==> config.mk <==
export PLATFORM = sky130hd
export DESIGN_NAME = rx_frame_controller_flat
export DESIGN_NICKNAME = d
export VERILOG_FILES = /design/src/rtl/rx_frame_controller_if.sv /design/src/rtl/rx_frame_controller.sv /design/src/flat_wrapper.sv
export SDC_FILE = /design/constraint.sdc
export NUM_CORES = 1
export LEC_CHECK = 0
export ABC_AREA = 1
export CAP_MARGIN = 15
export CORE_MARGIN = 5
export CORE_UTILIZATION = 38
export CTS_CLUSTER_SIZE = 30
export DETAILED_ROUTE_END_ITERATION = 8
export SETUP_SLACK_MARGIN = 0.05
export SYNTH_ARGS = -nofsm -noshare
export SYNTH_HDL_FRONTEND = slang
export SYNTH_SLANG_ARGS = --single-unit
==> constraint.sdc <==
create_clock -name clk -period 4.5 [get_ports clk]
set_input_delay 0.675 -clock clk [delete_from_list [all_inputs] [get_ports clk]]
set_output_delay 0.675 -clock clk [all_outputs]
set_load 0.02 [all_outputs]
==> src/rtl/rx_frame_controller_if.sv <==
// Bundle between mac_receiver, the packet RAM write port and the USB-side descriptor consumer.
// The DUT uses the slave modport; the traffic source/consumer uses master.
interface rx_frame_controller_if #(
  parameter int ADDR_W = 11
);
  logic              wr_start;
  logic              wr_en;
  logic [7:0]        wr_data;
  logic              wr_error;
  logic              wr_end;
  logic              fifo_full;
  logic              buf_wr_en;
  logic [ADDR_W-1:0] buf_wr_addr;
  logic [7:0]        buf_wr_data;
  logic              desc_valid;
  logic [ADDR_W-1:0] desc_addr;
  logic [10:0]       desc_len;
  logic              frame_release;
  logic [15:0]       frames_ok;
  logic [15:0]       frames_dropped;

  modport slave (
    input  wr_start, wr_en, wr_data, wr_error, wr_end, frame_release,
    output fifo_full, buf_wr_en, buf_wr_addr, buf_wr_data,
           desc_valid, desc_addr, desc_len, frames_ok, frames_dropped
  );

  modport master (
    output wr_start, wr_en, wr_data, wr_error, wr_end, frame_release,
    input  fifo_full, buf_wr_en, buf_wr_addr, buf_wr_data,
           desc_valid, desc_addr, desc_len, frames_ok, frames_dropped
  );
endinterface

==> src/rtl/rx_frame_controller.sv <==
// Store-and-forward sequencer: writes frames into a circular packet RAM, commits good
// frames as descriptors, rolls back bad ones and frees space on USB-side release.
module rx_frame_controller #(
  parameter int ADDR_W     = 11,
  parameter int MAX_LEN    = 1518,
  parameter int MIN_LEN    = 64,
  parameter int DESC_DEPTH = 4
) (
  input  logic                 clk,
  input  logic                 n_reset,
  rx_frame_controller_if.slave bus
);
  localparam int PW = ADDR_W + 1;
  localparam int QW = $clog2(DESC_DEPTH);
  localparam logic [QW:0] Q_ONE = 1;

  typedef enum logic [1:0] {IDLE, RECV, COMMIT, DROP} state_t;

  state_t            state_q;
  logic [PW-1:0]     wp_q, cp_q, rp_q, cp_d;
  logic [10:0]       len_q, len_d;
  logic              ovf_q, ovf_d, byte_ok, frame_bad;
  logic              buf_wr_en_q;
  logic [ADDR_W-1:0] buf_wr_addr_q;
  logic [7:0]        buf_wr_data_q;
  logic [15:0]       ok_q, drop_q;
  logic [ADDR_W-1:0] dq_addr_q [DESC_DEPTH];
  logic [10:0]       dq_len_q  [DESC_DEPTH];
  logic [QW:0]       head_q, tail_q;
  logic [QW-1:0]     head_idx, tail_idx;
  logic              buf_full, dq_full, dq_empty, pop;

  assign head_idx = head_q[QW-1:0];
  assign tail_idx = tail_q[QW-1:0];
  // used == 2^ADDR_W exactly when the wrap bits differ and the low bits agree
  assign buf_full = (cp_q[ADDR_W] != rp_q[ADDR_W]) && (cp_q[ADDR_W-1:0] == rp_q[ADDR_W-1:0]);
  assign dq_empty = (head_q == tail_q);
  assign dq_full  = (head_idx == tail_idx) && (head_q[QW] != tail_q[QW]);
  assign pop      = bus.frame_release && !dq_empty;

  always_comb begin
    byte_ok = 1'b0;
    cp_d    = cp_q;
    len_d   = len_q;
    ovf_d   = ovf_q;
    if (state_q == RECV && bus.wr_en && !bus.wr_start && !bus.wr_error) begin
      if (!buf_full && (len_q < 11'(MAX_LEN))) begin
        byte_ok = 1'b1;
        cp_d    = cp_q + PW'(1);
        len_d   = len_q + 11'd1;
      end else begin
        ovf_d = 1'b1;
      end
    end
  end

  // judged on the post-byte length so a byte arriving with wr_end is counted
  assign frame_bad = ovf_d || (len_d < 11'(MIN_LEN)) || dq_full;

  function automatic logic [15:0] sat_inc(input logic [15:0] v);
    return (v == '1) ? v : v + 16'd1;
  endfunction

  always_ff @(posedge clk or negedge n_reset) begin
    if (!n_reset) begin
      state_q       <= IDLE;
      wp_q          <= '0;
      cp_q          <= '0;
      rp_q          <= '0;
      len_q         <= '0;
      ovf_q         <= 1'b0;
      buf_wr_en_q   <= 1'b0;
      buf_wr_addr_q <= '0;
      buf_wr_data_q <= '0;
      ok_q          <= '0;
      drop_q        <= '0;
      head_q        <= '0;
      tail_q        <= '0;
      for (int unsigned i = 0; i < DESC_DEPTH; i++) begin
        dq_addr_q[i] <= '0;
        dq_len_q[i]  <= '0;
      end
    end else begin
      buf_wr_en_q <= byte_ok;
      if (byte_ok) begin
        buf_wr_addr_q <= cp_q[ADDR_W-1:0];
        buf_wr_data_q <= bus.wr_data;
      end
      cp_q  <= cp_d;
      len_q <= len_d;
      ovf_q <= ovf_d;
      if (pop) begin
        rp_q   <= rp_q + PW'(dq_len_q[head_idx]);
        head_q <= head_q + Q_ONE;
      end
      case (state_q)
        IDLE: begin
          if (bus.wr_start) begin
            cp_q    <= wp_q;
            len_q   <= '0;
            ovf_q   <= 1'b0;
            state_q <= RECV;
          end
        end
        RECV: begin
          if (bus.wr_start) begin
            cp_q   <= wp_q;
            len_q  <= '0;
            ovf_q  <= 1'b0;
            drop_q <= sat_inc(drop_q);
          end else if (bus.wr_error) begin
            if (bus.wr_end) begin
              cp_q    <= wp_q;
              drop_q  <= sat_inc(drop_q);
              state_q <= IDLE;
            end else begin
              state_q <= DROP;
            end
          end else if (bus.wr_end) begin
            if (frame_bad) begin
              cp_q    <= wp_q;
              drop_q  <= sat_inc(drop_q);
              state_q <= IDLE;
            end else begin
              state_q <= COMMIT;
            end
          end
        end
        COMMIT: begin
          dq_addr_q[tail_idx] <= wp_q[ADDR_W-1:0];
          dq_len_q[tail_idx]  <= len_q;
          tail_q              <= tail_q + Q_ONE;
          wp_q                <= cp_q;
          ok_q                <= sat_inc(ok_q);
          state_q             <= IDLE;
        end
        DROP: begin
          if (bus.wr_end) begin
            cp_q    <= wp_q;
            drop_q  <= sat_inc(drop_q);
            state_q <= IDLE;
          end
        end
        default: state_q <= IDLE;
      endcase
    end
  end

  assign bus.fifo_full      = buf_full | dq_full;
  assign bus.buf_wr_en      = buf_wr_en_q;
  assign bus.buf_wr_addr    = buf_wr_addr_q;
  assign bus.buf_wr_data    = buf_wr_data_q;
  assign bus.desc_valid     = !dq_empty;
  assign bus.desc_addr      = dq_addr_q[head_idx];
  assign bus.desc_len       = dq_len_q[head_idx];
  assign bus.frames_ok      = ok_q;
  assign bus.frames_dropped = drop_q;
endmodule

==> src/flat_wrapper.sv <==
// flat-port wrapper written by rule: the top's interface ports become plain ports
module rx_frame_controller_flat 
#(
  parameter int ADDR_W     = 11,
  parameter int MAX_LEN    = 1518,
  parameter int MIN_LEN    = 64,
  parameter int DESC_DEPTH = 4
)
  (clk, n_reset, bus_wr_start, bus_wr_en, bus_wr_data, bus_wr_error, bus_wr_end, bus_frame_release, bus_fifo_full, bus_buf_wr_en, bus_buf_wr_addr, bus_buf_wr_data, bus_desc_valid, bus_desc_addr, bus_desc_len, bus_frames_ok, bus_frames_dropped);
  rx_frame_controller_if #(.ADDR_W(ADDR_W)) bus_i ();
  input  logic clk;
  input  logic n_reset;
  input wire logic [$bits(bus_i.wr_start)-1:0] bus_wr_start;
  input wire logic [$bits(bus_i.wr_en)-1:0] bus_wr_en;
  input wire logic [$bits(bus_i.wr_data)-1:0] bus_wr_data;
  input wire logic [$bits(bus_i.wr_error)-1:0] bus_wr_error;
  input wire logic [$bits(bus_i.wr_end)-1:0] bus_wr_end;
  input wire logic [$bits(bus_i.frame_release)-1:0] bus_frame_release;
  output wire logic [$bits(bus_i.fifo_full)-1:0] bus_fifo_full;
  output wire logic [$bits(bus_i.buf_wr_en)-1:0] bus_buf_wr_en;
  output wire logic [$bits(bus_i.buf_wr_addr)-1:0] bus_buf_wr_addr;
  output wire logic [$bits(bus_i.buf_wr_data)-1:0] bus_buf_wr_data;
  output wire logic [$bits(bus_i.desc_valid)-1:0] bus_desc_valid;
  output wire logic [$bits(bus_i.desc_addr)-1:0] bus_desc_addr;
  output wire logic [$bits(bus_i.desc_len)-1:0] bus_desc_len;
  output wire logic [$bits(bus_i.frames_ok)-1:0] bus_frames_ok;
  output wire logic [$bits(bus_i.frames_dropped)-1:0] bus_frames_dropped;
  assign bus_i.wr_start = bus_wr_start;
  assign bus_i.wr_en = bus_wr_en;
  assign bus_i.wr_data = bus_wr_data;
  assign bus_i.wr_error = bus_wr_error;
  assign bus_i.wr_end = bus_wr_end;
  assign bus_i.frame_release = bus_frame_release;
  assign bus_fifo_full = bus_i.fifo_full;
  assign bus_buf_wr_en = bus_i.buf_wr_en;
  assign bus_buf_wr_addr = bus_i.buf_wr_addr;
  assign bus_buf_wr_data = bus_i.buf_wr_data;
  assign bus_desc_valid = bus_i.desc_valid;
  assign bus_desc_addr = bus_i.desc_addr;
  assign bus_desc_len = bus_i.desc_len;
  assign bus_frames_ok = bus_i.frames_ok;
  assign bus_frames_dropped = bus_i.frames_dropped;
  rx_frame_controller #(.ADDR_W(ADDR_W), .MAX_LEN(MAX_LEN), .MIN_LEN(MIN_LEN), .DESC_DEPTH(DESC_DEPTH)) u_core (.clk(clk), .n_reset(n_reset), .bus(bus_i));
endmodule
# After elaboration in Yosys (flattened, before gate mapping)
# Cells that the tools add are included.
[totals]
regBits = 196
latchBits = 0
ram_bits = 0
rom_bits = 0
elab_cells = 117
memories = 0
[op_classes]
add_sub_neg = 7
multipliers = 0
div = 0
n_lt_le_gt_ge = 5
eq_ne = 16
shift = 0
mux = 44
bitwise_logic = 4
n_reduce_logical = 20
[ops]
columns = ["cell", "n"]
rows = [
  ["$mux 11", 9],
  ["$mux 12", 8],
  ["$mux 16", 6],
  ["$bwmux 44", 2],
  ["$bmux 11 s2", 2],
  ["$pmux 12 s3", 1],
  ["$add 16x1->16 const B", 2],
  ["$eq 16x16->1 const B", 2],
  ["$pmux 16 s2", 1],
  ["$demux 11 s2", 1],
  ["$mux 2", 7],
  ["$add 12x1->12 const B", 1],
  ["$add 12x11->12", 1],
  ["$add 11x1->11 const B", 1],
  ["$eq 11x11->1", 1],
  ["$lt 11x11->1 const B", 1],
  ["$lt 11x7->1 const B", 1],
  ["$logic_and 1x1->1", 8],
  ["$pmux 2 s4", 1],
  ["$add 3x1->3 const B", 2],
  ["$ge 3x3->1 const B", 2],
  ["$mux 1", 6],
  ["$ne 2x2->1 const B", 3],
  ["$not 2->3", 2],
  ["other kinds (19)", 25],
]

# Logic depth before layout (Yosys ltp)
# Gate-level depths: netlist of the first run.
[logic_depth]
ltp_word = 14
ltp_mapped = 22
depth_no_buf = 20

# Worst setup path after synthesis of the first run
# Ideal clock, no wire load.
[synth_path]
path_kind = "register -> register"
from = "register u_core.head_q[0]"
to = "register u_core.rp_q[10]"
setup_time_ps = 118
t_arrival_ps = 3302
t_required_ps = 4382
slack_ps = 1080
path_stages_with_launch = 23
synth_period_minus_slack_ps = 3420
cell_sequence = "dfrtp_1 > clkbuf_1 > clkinv_1 > buf_1 > nor2_1 > o22ai_1 > ha_1 > inv_1 > fa_1 > nand3b_1 > nand2_1 > nand2_1 > nand2_1 > a21oi_1 > nor2_1 > o21ai_0 > nand2_1 > nand2_1 > nand2_1 > a21oi_1 > or2_2 > nand3_1 > nand2_1"
[synth_between]
elab_chain_cells = 5
elab_cells_between_ends = 8
classes_between = "add/sub (1); eq/ne (1); mux (3); bitwise (1); reduce/logical (2)"
[synth_lines]
columns = ["item", "line_no", "text"]
rows = [
  ["start: declaration", "rx_frame_controller.sv:29", "logic [QW:0] head_q, tail_q;"],
  ["start signal: assignment", "rx_frame_controller.sv:94", "head_q <= head_q + Q_ONE;"],
  ["$not 2->3", "-", ""],
  ["$bmux 11 s2", "-", ""],
  ["$mux 11 (2 in series)", "-", ""],
  ["net bus_desc_len[0]", "flat_wrapper.sv:25", "output wire logic [$bits(bus_i.desc_len)-1:0] bus_desc_len;"],
  ["$add 12x11->12", "rx_frame_controller.sv:93", "rp_q <= rp_q + PW'(dq_len_q[head_idx]);"],
  ["end signal: assignment", "rx_frame_controller.sv:93", ""],
  ["end: declaration", "rx_frame_controller.sv:20", "logic [PW-1:0] wp_q, cp_q, rp_q, cp_d;"],
]
# The timed path passes the listed nets, and every way through them passes these cells. The select of a mux whose other input is x is not followed.
# A chain may end at the register's enable or synchronous reset.

# Final worst setup path of the first run
[layout_path]
from = "register u_core.head_q[0]"
to = "output port bus_fifo_full"
[layout_between]
elab_chain_cells = 3
[layout_lines]
columns = ["item", "line_no", "text"]
rows = [
  ["$eq 2x2->1", "rx_frame_controller.sv:38", "assign dq_full = (head_idx == tail_idx) && (head_q[QW] != tail_q[QW]);"],
  ["$logic_and 1x1->1", "rx_frame_controller.sv:38", ""],
  ["$or 1x1->1", "rx_frame_controller.sv:149", "assign bus.fifo_full = buf_full | dq_full;"],
  ["end: declaration", "flat_wrapper.sv:19", "output wire logic [$bits(bus_i.fifo_full)-1:0] bus_fifo_full;"],
]
# Every way passes these cells.

==> impl_results.md, run 1 <==
* Most used cell, CP: buf_4
* Setup Skew at 0.0156 ns
* Detailed Place HPWL at 20300 um
* Synthesized area per cell at ~7.5 um^2
* Ys flop type: dfrtp_1
* Sequential share of the synthesized area at a little under half
* Sequential Power Share at 33.4%
* CP arrival at 2.99 ns
* First-pass GRT wire length at 48300 um
* Core area at between 20000 and 30000 um^2
* Hold Vio Cnt, Final at 0
* Ant diodes at 0
* Largest net degree at the start of global routing at ~120
* Net Sw Power at 3.71 mW
* Worst slew margin at 35.1%
* Number of antenna violations at the first check in global routing at 0
* CTS Hold Bufs at 0
* Area growth from synthesis to layout at 17.6%
* H-tree depth at 4
* DRT antenna net count at 0
* Most used routing layer in global routing: met2
* Initial DRC count at 782
* Critical Path Start Type: flop
* Critical path cell sequence: clkinv_1, buf_4, buf_4, nand2_1, nand4_1, o21ai_0, clkdlybuf4s50_1
* Synth Register Bits at just under 200
* DIE AREA at 31600 um^2
* Max-capacitance violation count at 0
* Sink Count at ~200
* Final count of pins violating max slew at 0
* Pwr Density at ~660 nW/um^2
* Ys Warns at 0
* Syn Std Cell Area at about 11000 um^2
* Crit path max fanout at 20
* Resized Gates After CTS at 0
* Vias at 9588
* WP depth at 7
* IO Port Bufs at 90
* Die X at 178 um
* Clk Latency, worst-skew pair at 0.44 ns
* R2R cell count at 20
* DP Area at 12000 um^2
* FP Rows at 61
* RSZ-0062 raised after global routing: false
* Fin crit period at between 3 and 4 ns
* Met1 track demand over resource at 27.4%
* Comb pwr share at between 40% and 50%
* Pint at 4.59 mW
* Final nets at 1529
* Vias/cell at 5.09
* Fillers at 2799
* Fmax at 273 MHz
* Clock buffer depth at 2
* Sequential Area at 4900 um^2
* Hold Crit Class: in -> async
* CTS tree: built
* WP buf/inv at 4
* Final Util at a little under half
* Layout cell share with drive strength beyond 1 at 5.51%
* Aggregate global routing overflow at 0
* Met3 GRT Util at 3.20%
* Clock transition at path regs at 0.09 ns
* Die Ht at 178 um
* Pre-antenna DRT Iters at 5
* Outcome: completed
* Tightest Pin Transition at 0.973 ns
* Clock power share at 18.6%
* Fin Setup TNS at 0 ns
* GPL Wtd Cong at 0.877
* Final setup violation count at 0
* Ys async rst share at between 90% and 100%
* Post-synthesis cell type count at 43
* Post-synth EDFFs at 0
* WP data required at 3.83 ns
* DR DRC count at 0
* Final WL at 29600 um
* Sw frac at 44.7%
* Leakage power at 5.83 nW
* Post-CTS Setup Repair Bufs at 0
* Mapped Nets at 1460
* M2 GR Usage at 30.3%
* Clk root buf: clkbuf_16
* Total GRT Usage at 19.1%
* Ports at 91
* Gate Count Post-Synth at 1424
* Drt wl/cell at 15.7 um
* VDD IR max at 0.000282 V
* Final worst-path cycle share at 81.5%
* Vias in the first global route at 9153
* Total CTS buffers at 17
* Final instance area at between 10000 and 15000 um^2
* Critical path class: reg -> out
* Worst path slowest cell: clkdlybuf4s50_1
* Multi-input logic area at 5060 um^2
* Worst Setup End Kind: output pin
* Initial core utilization at 38.6%
* Top cell family by delay on the critical path: buffers and inverters
* Slowest cell delay on critical path at 0.65 ns
-- kinds of logic (layout without fill, tap and decap cells) --
kind of cell             after synthesis  in the layout  share of synthesized area [%]
adder cells (fa/ha/maj)               21             21                           2.52
AND/OR/NAND/NOR                      665            665                           25.9
AO/OA/AOI/OAI                        308            308                           15.2
multiplexers                           3              3                          0.280
flip-flops                           196            196                           45.8
buffers and inverters                190            272                           6.97
XOR/XNOR                              41             41                           3.35
-- power by group through the flow --
stage	sequential [mW]	combinational, mW	clock, mW
after floorplan	2.78	2.49	0
after global placement	2.79	3.95	0
after detailed placement	2.79	4.00	0
after CTS	2.77	4.02	1.58
after global routing	2.84	4.48	1.66
final	2.77	3.99	1.54
-- metal layers --
layer | vias up | wire, um
li1 | 4765 | -
met1 | 4586 | 14700
met2 | 211 | 13300
met3 | 26 | 1250
met4 | 0 | 329
met5 | - | 0
-- synth_stat cells, types with 5 or more instances --
master | n | area, um^2
nor2_1 | 139 | 522
ha_1 | 20 | 250
nand3_1 | 72 | 360
nand4_1 | 10 | 62.6
dfrtp_1 | 196 | 4900
nand2_4 | 5 | 56.3
clkbuf_1 | 47 | 176
xor2_1 | 27 | 236
o21ai_1 | 7 | 35.0
o21ai_0 | 211 | 1060
xnor2_1 | 14 | 123
inv_2 | 6 | 22.5
a21oi_1 | 49 | 245
nand2_1 | 396 | 1490
or2_2 | 9 | 56.3
nor3_1 | 19 | 95.1
o22ai_1 | 23 | 144
inv_1 | 121 | 454
-- layout make-up --
type,count,share of cell area (%)
timing repair buffer,109,8.42
multi-input combinational,1038,40.2
tap,378,3.76
clock inverter,14,1.26
clock buffer,18,3.49
inverter,131,3.93
sequential,196,39.0
-- worst register-to-register path: stages, from the launching register on --
cell	delay, ns
dfrtp_1	0.35
buf_4	0.43
o21ai_0	0.19
o22ai_1	0.39
ha_1	0.25
inv_1	0.06
fa_1	0.38
nand3b_1	0.17
nand2_1	0.09
nand2_1	0.07
nand2_1	0.06
a21oi_1	0.09
nor2_1	0.09
o21ai_0	0.07
nand2_1	0.08
nand2_1	0.07
nand2_1	0.06
a21oi_1	0.07
or2_2	0.27
nand3_1	0.07
nand2_1	0.06
-- final timing paths --
kind | slack, ns | startpoint | endpoint
setup / recovery | 0.83 | u_core.head_q[0]$_DFFE_PN0P_ | bus_fifo_full
min in group clk | 0.48 | u_core.dq_len_q[31]$_DFFE_PN0P_ | u_core.dq_len_q[31]$_DFFE_PN0P_
hold / removal | 0.36 | n_reset | u_core.bus.frames_ok[9]$_DFFE_PN0P_
max in group asynchronous | 3.14 | n_reset | u_core.dq_len_q[20]$_DFFE_PN0P_
setup reg to reg | 1.03 | u_core.head_q[0]$_DFFE_PN0P_ | u_core.rp_q[10]$_DFFE_PN0P_
hold reg to reg | 0.48 | u_core.dq_len_q[31]$_DFFE_PN0P_ | u_core.dq_len_q[31]$_DFFE_PN0P_
-- metrics by stage --
| stage | setup WS, ns | hold slack, ns | power, mW | std cells |
|---|---|---|---|---|
| after global routing | 0.627 | 0.422 | 8.97 | 1884 |
| after detailed placement | 0.732 | 0.465 | 6.79 | 1852 |
| final | 0.833 | 0.358 | 8.30 | 1884 |
| after CTS | 0.796 | 0.408 | 8.36 | 1884 |
| after global placement | 0.762 | 0.461 | 6.74 | 1852 |
| after floorplan | 1.08 | 0.379 | 5.27 | 1424 |
-- flip-flops by register name (all words and copies together) (netlist names) --
name,count
u_core.dq_len_q,44
u_core.bus.buf_wr_en,1
u_core.wp_q,12
u_core.bus.frames_ok,16
u_core.dq_addr_q,44
u_core.cp_q,12
u_core.head_q,3
u_core.tail_q,3
u_core.bus.buf_wr_data,8
u_core.bus.buf_wr_addr,11
u_core.ovf_q,1
u_core.rp_q,12
u_core.state_q,2
u_core.len_q,11
u_core.bus.frames_dropped,16
-- layout by cell type, fill, tap and decap left out, drive strengths merged, types with 19 or more instances in the layout --
cell / netlist / final
a21oi: 50 / 50
buf: 12 / 19
clkbuf: 47 / 19
clkdlybuf4s50: 0 / 89
dfrtp: 196 / 196
ha: 20 / 20
inv: 128 / 134
nand2: 403 / 403
nand3: 74 / 74
nor2: 142 / 142
nor3: 19 / 19
o21ai: 218 / 218
o22ai: 23 / 23
xor2: 27 / 27
(Power assumes the default switching activity.)
==> inputs of run 2 (changes only) <==
==> constraint.sdc (replaced) <==
create_clock -name clk -period 3.5 [get_ports clk]
set_input_delay 0.525 -clock clk [delete_from_list [all_inputs] [get_ports clk]]
set_output_delay 0.525 -clock clk [all_outputs]
set_load 0.02 [all_outputs]
==> run 2 against run 1 <==
Effect of this change: worst setup slack got worse by 0.50 ns; worst hold slack got worse by 0.21 ns; global-route usage rose by 0.28 points; total power rose by 30%; largest cell class unchanged; clock skew rose by 0.0078 ns; critical path type unchanged; first-iteration DRC count rose by 12%; sequential share of layout area fell by 0.43 points; non-clock buffer count rose by 16; register-to-register slack got worse by 0.59 ns; cell area rose by 1.2%.
==> impl_results.md, run 2 (synthesized netlist as in run 1, its figures left out) <==
* Worst R2R Setup Slack at 0.44 ns
* Final count of pins violating max slew at 0
* First-pass GRT wire length at a little under 50000 um
* Aggregate global routing overflow at 0
* Net Sw Power at 4.84 mW
* Vias/cell at just over 5
* Pint at 5.97 mW
* Detailed Place HPWL at 21500 um
* CTS tree: built
* Fillers at 2799
* Met1 track demand over resource at 27.7%
* Vias in the first global route at 9185
* FP Rows at 61
* Outcome: completed
* Comb pwr share at about half
* Pre-antenna DRT Iters at 7
* DP Area at between 10000 and 15000 um^2
* Commonest non-fill, non-tap cells in the layout: nand2_1, o21ai_0, dfrtp_1
* Fin crit period at between 3 and 4 ns
* Most used routing layer in global routing: met2
* Crit path max fanout at 11
* Largest regs: u_core.dq_addr_q (44), u_core.dq_len_q (44)
* Clock buffer depth at 2
* Initial core utilization at roughly two fifths
* Clock power share at 18.6%
* Ports at 91
* CP arrival at 2.64 ns
* Sequential Power Share at 32.7%
* CTS Hold Bufs at 0
* Met3 GRT Util at 3.56%
* Die X at about 180 um
* Pwr Density at 849 nW/um^2
* RSZ-0062 raised after global routing: false
* Initial DRC count at roughly 880
* Final instance area at 12700 um^2
* Layout cell share with drive strength beyond 1 at 6.57%
* Leakage power at 5.90 nW
* H-tree depth at 4
* Ant diodes at 0
* GPL Wtd Cong at 0.900
* DRT antenna net count at 0
* Final WL at 30200 um
* Fin Setup TNS at 0 ns
* Critical path cell sequence: inv_2, nand2_1, nand2_1, nand2_1, nor2_1, nand3_1, o21ai_0, clkdlybuf4s50_1
* Sink Count at 196
* Critical Path Start Type: flop
* Worst slew margin at between 40 and 50%
* M2 GR Usage at between 30% and 40%
* Setup ws final at 0.337 ns
* Area growth from synthesis to layout at 18.9%
* Setup Skew at about 0.023 ns
* Number of antenna violations at the first check in global routing at 0
* Worst Setup End Kind: output pin
* Sw frac at 44.8%
* Total chip power at 10.8 mW
* IO Port Bufs at 90
* Setup slack at placement at between 0.2 and 0.25 ns
* Die Ht at 178 um
* Final worst-path cycle share at 90.4%
* WP data required at 2.97 ns
* Total CTS buffers at 17
* Clk root buf: clkbuf_16
* Final nets at 1545
* Worst path slowest cell: clkdlybuf4s50_1
* Critical path class: reg -> out
* Total GRT Usage at 19.4%
* Clk Latency, worst-skew pair at 0.45 ns
* Max-capacitance violation count at 0
* Final setup violation count at 0
* DR DRC count at 0
* Most used cell, CP: nand2_1
* Tightest Pin Transition at 0.862 ns
* Most common cell after layout, fill and taps aside: nand2_1
* Core area at 27800 um^2
* Largest net degree at the start of global routing at 102
* Hold Vio Cnt, Final at 0
* Drt wl/cell at 15.9 um
* Fmax at 316 MHz
* DIE AREA at 31600 um^2
* Hold Crit Class: in -> async
* VDD IR max at just over 0.0003 V
* Slowest cell delay on critical path at 0.67 ns
* Vias at 9659
* Clock transition at path regs at 0.09 ns
[run 2: layer usage]
metal,routed length [um],share of wire (%),up-vias
met5,0,0,-
met3,1480,4.9,26
li1,-,-,4812
met1,14500,48,4589
met4,287,0.95,0
met2,14000,46,232
[run 2: final cells by class]
class                   instances  area (um^2)  area share (%)
multi-input cells            1038         5070            39.8
flip-flops and latches        196         4910            38.5
repair buffers                125         1180            9.29
inverters                     131          498            3.91
well taps                     378          473            3.71
clock buffers                  18          429            3.37
clock inverters                14          180            1.41
[run 2: worst paths after layout]
path | from | end | cells after the start
worst max-delay path | u_core.cp_q[5]$_DFF_PN0_ | bus_fifo_full | 8
worst min-delay path | n_reset | u_core.bus.frames_ok[6]$_DFFE_PN0P_ | 1
worst max register to register | u_core.head_q[0]$_DFFE_PN0P_ | u_core.rp_q[10]$_DFFE_PN0P_ | 21
worst min register to register | u_core.dq_addr_q[12]$_DFFE_PN0P_ | u_core.dq_addr_q[12]$_DFFE_PN0P_ | 2
max in group asynchronous | n_reset | u_core.bus.buf_wr_addr[2]$_DFFE_PN0P_ | 2
min in group clk | u_core.dq_addr_q[12]$_DFFE_PN0P_ | u_core.dq_addr_q[12]$_DFFE_PN0P_ | 2
[run 2: timing repair]
item	4_1_cts	5_1_grt
gates resized for setup	0	4
setup buffers	0	4
endpoints found under the setup margin	0	5
[run 2: power by group through the flow]
stage	clock, mW	sequential (mW)	combinational [mW]
floorplan	0	3.58	3.20
global placement	0	3.58	5.13
detailed placement	0	3.57	5.20
CTS	2.05	3.54	5.23
global route	2.15	3.64	5.89
finish	2.01	3.54	5.26
[run 2: worst max-delay path: cells and delay by family (launching register included)]
family / cells / cell delay [ns]
buffers and inverters: 2 / 0.81
flip-flops: 1 / 0.49
AND/OR/NAND/NOR: 5 / 0.64
AO/OA/AOI/OAI: 1 / 0.26
[run 2: stage by stage]
stage	utilization (%)	cells	hold slack, ns
4_1_cts	45.7	1896	0.197
6_report	45.8	1900	0.152
3_3_place_gp	43.5	1864	0.461
5_1_grt	45.8	1900	0.219
2_1_floorplan	-	1424	0.229
3_5_place_dp	43.5	1864	0.468
==> inputs of run 3 (changes only) <==
--- a/config.mk
+++ b/config.mk
@@ -7,7 +7,7 @@
 export LEC_CHECK = 0
 export ABC_AREA = 1
 export CAP_MARGIN = 15
-export CORE_MARGIN = 5
+export CORE_MARGIN = 2
 export CORE_UTILIZATION = 38
 export CTS_CLUSTER_SIZE = 30
 export DETAILED_ROUTE_END_ITERATION = 8
==> constraint.sdc (replaced) <==
create_clock -name clk -period 3.6 [get_ports clk]
set_input_delay 0.54 -clock clk [delete_from_list [all_inputs] [get_ports clk]]
set_output_delay 0.54 -clock clk [all_outputs]
set_load 0.02 [all_outputs]
==> run 3 against run 2 <==
Effect of this change: cell count down 0.26%; non-clock buffer count decreased by 5; clock skew is 0.0036 ns higher; clock-buffer cell count shrank 1; flip-flop and latch count did not move; die area decreased by 6.6%; via count is 0.19% lower; total power down 2.2%; register-to-register slack is essentially flat; sequential power down 3%; critical path type unchanged; largest cell class unchanged; largest power group unchanged.
==> impl_results.md, run 3 (synthesized netlist as in run 1, its figures left out) <==
* Outcome: completed
* Pwr Density at 831 nW/um^2
* Met2 WL post-DR at 13500 um
* Critical path class: reg -> out
* Hold Crit Class: in -> async
* Fin crit period at 3.23 ns
* Ant diodes at 0
* Fin Setup TNS at 0 ns
* H-tree depth at 4
* Vias at 9641
* Fmax at 310 MHz
* FP Rows at a little over 60
* Clock transition at path regs at 0.08 ns
* Largest net degree at the start of global routing at 80
* GPL Wtd Cong at 0.847
* DRT met1 WL at 14300 um
* IO Port Bufs at 90
* Total chip power at 10.6 mW
* DR WL met3 at 1490 um
* Area growth from synthesis to layout at 18.9%
* Final count of pins violating max slew at 0
* Initial DRC count at 759
* Core area at 27800 um^2
* Max-capacitance violation count at 0
* Sink Count at about 200
* Detailed Place HPWL at 20900 um
* Worst slew margin at a little over two fifths
* Total GRT Usage at 20.6%
* Die X at 172 um
* Clock buffer depth at 2
* VDD IR max at 0.000371 V
* Critical path cell sequence: inv_1, nand2_1, nand2_1, nand2_1, nor2_1, nand3_1, o21ai_0, clkdlybuf4s50_1
* Layout cell share with drive strength beyond 1 at roughly 6.2%
* Most used cell, CP: nand2_1
* Worst path slowest cell: clkdlybuf4s50_1
* Aggregate global routing overflow at 0
* Critical Path Start Type: flop
* Tightest Pin Transition at 0.843 ns
* Final WL at between 20000 and 30000 um
* Most common cell after layout, fill and taps aside: nand2_1
* Total CTS buffers at 17
* Final setup violation count at 0
* Final worst-path cycle share at between 80 and 90%
* RSZ-0062 raised after global routing: false
* CTS tree: built
* Pre-antenna DRT Iters at 5
* Number of antenna violations at the first check in global routing at 0
* Clk root buf: clkbuf_16
* Commonest non-fill, non-tap cells in the layout: nand2_1, o21ai_0, dfrtp_1
* Top Layer Used: met4
* Slowest cell delay on critical path at approximately 0.68 ns
* DR DRC count at 0
* Die Ht at 172 um
* Drt wl/cell at 15.6 um
* Setup Skew at 0.0270 ns
* Hold Vio Cnt, Final at 0
* Vias/cell at roughly 5
* Top cell family by delay on the critical path: buffers and inverters
* Initial core utilization at 38.6%
* Layout Cells excl Fill at 1895
* CP arrival at 2.69 ns
* WP buf/inv at 2
* Vias in the first global route at 8860
* Leakage power at 5.90 nW
* Clk Latency, worst-skew pair at between 0.4 and 0.5 ns
* Final nets at about 1.5k
* WP data required at between 3 and 4 ns
* DRT antenna net count at 0
* Largest regs: u_core.dq_addr_q (44), u_core.dq_len_q (44)
* Placed cells at 1863
* First-pass GRT wire length at 47700 um
* Worst Setup End Kind: output pin
* Crit path max fanout at 11
* Ports at 91
* DIE AREA at 29500 um^2
run 3: cell count changes in the layout (fill, tap and decap cells not counted), sizes merged:
cell    change
clkinv      -5
bufinv      +1
buf         -5
clkbuf      -1
inv         +5
run 3: report_power, final:
group	internal (mW)	switching (mW)	leakage, nW
logic	1.98	3.07	3.00
registers	2.85	0.602	2.59
clock network	1.03	1.04	0.311
run 3: metal layers:
metal	vias to the layer above	GRT usage, %
met5	-	0
met4	0	4.27
met3	20	3.23
met2	245	32.8
met1	4574	29.8
li1	4802	-
run 3: final cells by class:
| cell class | count | area, um^2 |
|---|---|---|
| clock buffers | 17 | 425 |
| clock inverters | 15 | 215 |
| fillers | 2845 | 15100 |
| inverters | 131 | 498 |
| multi-input cells | 1038 | 5060 |
| flip-flops and latches | 196 | 4900 |
| well taps | 378 | 473 |
| repair buffers | 120 | 1150 |
run 3: final timing paths:
| check | cells after the start | from | slack (ns) | to |
|---|---|---|---|---|
| worst min register to register | 2 | u_core.bus.buf_wr_data[2]$_DFFE_PN0P_ | 0.48 | u_core.bus.buf_wr_data[2]$_DFFE_PN0P_ |
| worst max-delay path | 8 | u_core.cp_q[1]$_DFF_PN0_ | 0.37 | bus_fifo_full |
| max in group asynchronous | 2 | n_reset | 2.56 | u_core.cp_q[0]$_DFF_PN0_ |
| min in group clk | 2 | u_core.bus.buf_wr_data[2]$_DFFE_PN0P_ | 0.48 | u_core.bus.buf_wr_data[2]$_DFFE_PN0P_ |
| worst max register to register | 20 | u_core.head_q[0]$_DFFE_PN0P_ | 0.45 | u_core.rp_q[10]$_DFFE_PN0P_ |
| worst min-delay path | 1 | n_reset | 0.13 | u_core.bus.frames_ok[11]$_DFFE_PN0P_ |
run 3: repair_timing:
item / in CTS / in global routing
setup buffers: 0 / 0
gates resized for setup: 0 / 1
endpoints found under the setup margin: 0 / 1
hold buffers: 0 / 0
run 3: metrics by stage:
step,setup WS (ns),instance area (um^2),hold WS (ns),util [%]
final,0.370,12700,0.129,45.8
after CTS,0.353,12700,0.144,45.8
after detailed placement,0.378,12100,0.468,43.5
after floorplan,0.180,10700,0.244,-
after global routing,0.117,12700,0.171,45.8
after global placement,0.425,12100,0.459,43.5
run 3: worst register-to-register path: cells and delay by family (launching register included):
family | cells | cell delay, ns
buffers and inverters | 2 | 0.31
AND/OR/NAND/NOR | 11 | 1.09
flip-flops | 1 | 0.44
AO/OA/AOI/OAI | 5 | 0.59
adder cells (fa/ha/maj) | 2 | 0.61
